`config.mk`:
```
export PLATFORM = sky130hd
export DESIGN_NAME = vga_timing_gen
export DESIGN_NICKNAME = d
export VERILOG_FILES = /design/src/rtl/vga_timing_gen.sv
export SDC_FILE = /design/constraint.sdc
export NUM_CORES = 1
export LEC_CHECK = 0
export ABC_AREA = 1
export CORE_ASPECT_RATIO = 0.75
export CORE_MARGIN = 5
export CORE_UTILIZATION = 59
export CTS_CLUSTER_SIZE = 16
export DETAILED_ROUTE_END_ITERATION = 6
export GPL_TIMING_DRIVEN = 0
export PLACE_DENSITY = 0.89
export SLEW_MARGIN = 20
export SYNTH_ARGS = -nofsm -noshare
export SYNTH_HDL_FRONTEND = slang
export SYNTH_SLANG_ARGS = --single-unit
export TNS_END_PERCENT = 10
```
`constraint.sdc`:
```
create_clock -name clk -period 3.78 [get_ports clk]
set_input_delay 0.756 -clock clk [delete_from_list [all_inputs] [get_ports clk]]
set_output_delay 0.756 -clock clk [all_outputs]
set_load 0.03 [all_outputs]
```
`src/rtl/vga_timing_gen.sv`:
```
// 640x480@60 pixel timing generator: position counters, phase FSMs, registered sync/position outputs.
// Optional frame counter enabled by defining VGA_TIMING_FRAME_CTR_EN.
module vga_timing_gen #(
  parameter int H_ACTIVE = 640,
  parameter int H_FP     = 16,
  parameter int H_SYNC   = 96,
  parameter int H_BP     = 48,
  parameter int V_ACTIVE = 480,
  parameter int V_FP     = 10,
  parameter int V_SYNC   = 2,
  parameter int V_BP     = 33,
  parameter bit SYNC_POL = 1'b0
) (
  input  logic       clk,
  input  logic       rst_n,
  input  logic       ena,
  output logic [9:0] x,
  output logic [8:0] y,
  output logic       frame_active,
  output logic       hsync,
  output logic       vsync,
  output logic       line_start,
  output logic       frame_start,
  output logic [9:0] frame_ctr
);
  localparam logic [9:0] H_ACT = 10'(H_ACTIVE);
  localparam logic [9:0] H_SS  = 10'(H_ACTIVE + H_FP);
  localparam logic [9:0] H_SE  = 10'(H_ACTIVE + H_FP + H_SYNC);
  localparam logic [9:0] H_END = 10'(H_ACTIVE + H_FP + H_SYNC + H_BP - 1);
  localparam logic [9:0] V_ACT = 10'(V_ACTIVE);
  localparam logic [9:0] V_SS  = 10'(V_ACTIVE + V_FP);
  localparam logic [9:0] V_SE  = 10'(V_ACTIVE + V_FP + V_SYNC);
  localparam logic [9:0] V_END = 10'(V_ACTIVE + V_FP + V_SYNC + V_BP - 1);

  typedef enum logic [1:0] {PH_ACTIVE, PH_FRONT, PH_SYNC, PH_BACK} phase_t;

  phase_t     r_hph, w_hph_nxt, r_vph, w_vph_nxt;
  logic [9:0] r_h_cnt, r_v_cnt, w_h_nxt, w_v_nxt;
  logic       w_h_wrap, w_v_wrap;
  logic       w_hact, w_vact, w_hs, w_vs;
  logic [9:0] r_x;
  logic [8:0] r_y;
  logic       r_fa, r_hsync, r_vsync, r_ls, r_fs;

  always_comb begin
    w_h_wrap = (r_h_cnt == H_END);
    w_v_wrap = (r_v_cnt == V_END);
    w_h_nxt  = w_h_wrap ? 10'd0 : r_h_cnt + 10'd1;
    w_v_nxt  = r_v_cnt;
    if (w_h_wrap) w_v_nxt = w_v_wrap ? 10'd0 : r_v_cnt + 10'd1;
  end

  // Phases advance on the counter value they are about to enter, so phase always matches count.
  always_comb begin
    w_hph_nxt = r_hph;
    case (r_hph)
      PH_ACTIVE: if (w_h_nxt == H_ACT) w_hph_nxt = PH_FRONT;
      PH_FRONT:  if (w_h_nxt == H_SS)  w_hph_nxt = PH_SYNC;
      PH_SYNC:   if (w_h_nxt == H_SE)  w_hph_nxt = PH_BACK;
      PH_BACK:   if (w_h_wrap)         w_hph_nxt = PH_ACTIVE;
      default:                         w_hph_nxt = PH_ACTIVE;
    endcase
  end

  always_comb begin
    w_vph_nxt = r_vph;
    if (w_h_wrap) begin
      case (r_vph)
        PH_ACTIVE: if (w_v_nxt == V_ACT) w_vph_nxt = PH_FRONT;
        PH_FRONT:  if (w_v_nxt == V_SS)  w_vph_nxt = PH_SYNC;
        PH_SYNC:   if (w_v_nxt == V_SE)  w_vph_nxt = PH_BACK;
        PH_BACK:   if (w_v_wrap)         w_vph_nxt = PH_ACTIVE;
        default:                         w_vph_nxt = PH_ACTIVE;
      endcase
    end
  end

  always_comb begin
    w_hact = (r_hph == PH_ACTIVE);
    w_vact = (r_vph == PH_ACTIVE);
    w_hs   = (r_hph == PH_SYNC);
    w_vs   = (r_vph == PH_SYNC);
  end

  always_ff @(posedge clk) begin
    if (!rst_n) begin
      r_h_cnt <= '0;
      r_v_cnt <= '0;
      r_hph   <= PH_ACTIVE;
      r_vph   <= PH_ACTIVE;
      r_x     <= '0;
      r_y     <= '0;
      r_fa    <= 1'b0;
      r_hsync <= ~SYNC_POL;
      r_vsync <= ~SYNC_POL;
      r_ls    <= 1'b0;
      r_fs    <= 1'b0;
    end else if (ena) begin
      r_h_cnt <= w_h_nxt;
      r_v_cnt <= w_v_nxt;
      r_hph   <= w_hph_nxt;
      r_vph   <= w_vph_nxt;
      r_x     <= r_h_cnt;
      r_y     <= r_v_cnt[8:0];
      r_fa    <= w_hact & w_vact;
      r_hsync <= w_hs ? SYNC_POL : ~SYNC_POL;
      r_vsync <= w_vs ? SYNC_POL : ~SYNC_POL;
      r_ls    <= (r_h_cnt == 10'd0);
      r_fs    <= (r_h_cnt == 10'd0) && (r_v_cnt == 10'd0);
    end
  end

`ifdef VGA_TIMING_FRAME_CTR_EN
  logic [9:0] r_frame_ctr;
  logic       r_seen;
  // The first frame_start after reset opens frame 0; later ones close a completed frame.
  always_ff @(posedge clk) begin
    if (!rst_n) begin
      r_frame_ctr <= '0;
      r_seen      <= 1'b0;
    end else if (ena && r_h_cnt == 10'd0 && r_v_cnt == 10'd0) begin
      if (r_seen) r_frame_ctr <= r_frame_ctr + 10'd1;
      r_seen <= 1'b1;
    end
  end
  assign frame_ctr = r_frame_ctr;
`else
  assign frame_ctr = '0;
`endif

  assign x            = r_x;
  assign y            = r_y;
  assign frame_active = r_fa;
  assign hsync        = r_hsync;
  assign vsync        = r_vsync;
  assign line_start   = r_ls;
  assign frame_start  = r_fs;
endmodule

```
==> metrics.md <==
| Metric | Value |
|---|---|
| Post-detail-place hpwl | 5560 µm |
| RSZ-0062 raised after global routing | false |
| Root Buffer | clkbuf_8 |
| CTS max path bufs | 2 |
| DR vias | 2894 |
| Setup TNS | 0 ns |
| Final net count | around 480 |
| Worst-Margin Slew | 0.595 ns |
| Inst Count DP | 518 |
| DR iter-0 viols | 222 |
| I/O Pins | 37 |
| Drt wl/cell | approximately 14 µm |
| Yosys top cell area share | around a third |
| Mapped cell area | 0.00282 mm² |
| Area leader, netlist | dfxtp_1 |
| Setup CP Type | reg2reg |
| Pwr Density | 336 mW/mm² |
| Number of global-route vias before repair | 2786 |
| Crit start category | flop |
| VDD IR max | 275 µV |
| P_leak | about 1.5 nW |
| Largest fanout on the critical path | 10 |
| Post-route ant nets | 0 |
| Die Area | ~0.0063 mm² |
| Vias/cell | 5.51 |
| Area growth syn-to-layout | 15.5% |
| Fmax | 439 MHz |
| Post-synthesis register bit count | 48 |
| CP endpoint kind | flop |
| Non-Filler Instances | 525 |
| Largest net degree at the start of global routing | 15 |
| Sequential-to-total area share from yosys stat | 34.0% |
| H-Tree Depth | 2 |
| Chip Height | 69.9 µm |
| Final hold vios | 0 |
| # rows | 21 |
| Fraction of layout cells with a size suffix above 1 | 9.19% |
| Initial antenna violation count | 0 |
| Pins Over Slew Limit | 0 |
| CTS tree | yes |
| Core Util, Final | 71.7% |
| Period utilization | between 60% and 70% |
| CTS Buf Count | 5 |
| Synth Warn # | 0 |
| DRC Markers | 0 |
| Final setup viols | 0 |
| # hold bufs at CTS | 0 |
| Max-slew headroom | 60.3% |
| Average cell area after synthesis | 6.60 µm² |
| WP data arrival | 2.52 ns |
| Tmin final | 2.28 ns |
| Final GP Congestion | 0.923 |
| Status | finished, final reports clean |
| Worst hold path type | reg2reg |
| Max Cap Viol | 0 |
| Synth top area cells | dfxtp_1 34%, nand2_1 13%, o21ai_0 8.2%, a21oi_1 7.8%, inv_1 6.5% |
| 1st-pass router iterations | 5 |
| Initial Utilization | 62.1% |
| Synth unique cells | 30 |
| PortBufs | 24 |
| Clk slew on worst S/H paths | around 0.09 ns |
| Diode count | 0 |
| Core area | around 0.0045 mm² |
| First-pass GRT wire length | 12900 µm |
| Clk Latency, worst-skew pair | 0.31 ns |
| Die width | 89.9 µm |
| Grt ovf | 0 |
| Post-cts resize count | 0 |
| Mapped Cells | 428 |
| Layout Skew | 0.00872 ns |
| CTS Sinks | 48 |
| Setup bufs post-CTS | 0 |
| WP data required | 4.02 ns |
| WL final | 7390 µm |
| All-Layer GR Usage | 24.3% |
cell families (layout without fill, tap and decap cells):
group / count (synthesis) / count (layout) / share of synthesized area (%)
adder cells (fa/ha/maj): 13 / 13 / 5.76
flip-flops: 48 / 48 / 34.0
XOR/XNOR: 2 / 2 / 0.620
other: 1 / 10 / 0.133
buffers and inverters: 79 / 110 / 12.5
AO/OA/AOI/OAI: 98 / 98 / 17.9
AND/OR/NAND/NOR: 187 / 187 / 29.0
worst paths after layout:
kind / start / endpoint / slack (ns) / cells after the start
max reg2reg: r_h_cnt[0]$_SDFFE_PN0P_ / r_vph[0]$_SDFFE_PN0P_ / 1.50 / 16
max: r_h_cnt[0]$_SDFFE_PN0P_ / r_vph[0]$_SDFFE_PN0P_ / 1.50 / 16
min: vsync$_SDFFE_PN1P_ / vsync$_SDFFE_PN1P_ / 0.49 / 2
min reg2reg: vsync$_SDFFE_PN1P_ / vsync$_SDFFE_PN1P_ / 0.49 / 2
metrics by stage:
step                total power, mW  hold WS, ns  setup WS [ns]  instance area [µm²]
finish                         1.09        0.495           1.50                 3260
detailed placement            0.781        0.478           1.32                 3170
global placement              0.775        0.458           1.36                 3170
CTS                            1.09        0.499           1.54                 3260
floorplan                     0.716        0.471           1.85                 2860
global route                   1.14        0.516           1.22                 3260
critical path, stage by stage (launching register included):
cell     delay [ns]
dfxtp_1        0.45
ha_1           0.24
nand2_2        0.09
nor2_4         0.20
nand3_4        0.16
buf_6          0.20
nand2_1        0.06
nand2_1        0.09
inv_1          0.06
nand2_1        0.04
nor2_1         0.14
nand3_1        0.11
nand2_1        0.08
nand3_2        0.09
nand2_1        0.07
nand2_1        0.04
nor2_1         0.09
layout by cell type (no fill, tap or decap), types with 2 or more instances in the layout:
cell	instances
nor2_2	4
nand2_1	99
xor2_1	2
buf_6	2
inv_1	49
conb_1	10
a211oi_1	2
clkdlybuf4s50_1	24
nand4_1	3
or2_2	3
dfxtp_1	48
clkbuf_8	6
nor3_1	4
buf_4	11
nand3_2	3
clkbuf_1	13
o21ai_1	3
o21ai_0	46
inv_2	2
nand2_2	5
nand3_1	20
nor2_4	2
ha_1	13
a21oi_1	44
nor2_1	42
cell usage after synthesis, drive strengths merged:
master,number
a211oi,2
o21ai,50
nand2,104
ha,13
conb,1
o211ai,1
buf,14
or2,3
a21oi,45
nor3,4
clkinv,1
clkbuf,13
inv,51
xor2,2
dfxtp,48
nand4,3
nand3,24
nor4,1
nor2,48
power breakdown:
group          total, mW  switching, mW  leakage (nW)  internal [mW]
registers          0.557         0.0233         0.395          0.533
logic              0.217          0.143          1.02         0.0740
clock network      0.321          0.175        0.0473          0.146
total               1.09          0.341          1.47          0.754
routing by layer:
| layer | up-vias | track usage [%] | part of all wire [%] |
|---|---|---|---|
| li1 | 1423 | - | - |
| met4 | 0 | 8.10 | 1.5 |
| met1 | 1313 | 31.1 | 44 |
| met2 | 143 | 41.1 | 47 |
| met3 | 15 | 4.94 | 7.6 |
| met5 | - | 0 | 0 |
sequential cells by signal (all words and copies together) (netlist names):
name / flops
frame_active: 1
frame_start: 1
hsync: 1
line_start: 1
r_h_cnt: 10
r_hph: 2
r_v_cnt: 10
r_vph: 2
vsync: 1
x: 10
y: 9
area by class of cell:
cell class,instances,area (µm²)
tap,57,71.3
buffer,27,159
fill,389,1280
timing repair buffer,24,240
sequential,48,961
inverter,52,195
multi-input combinational,310,1540
clock inverter,1,8.76
clock buffer,6,82.6
No activity file was read; power rests on OpenSTA's default activity.
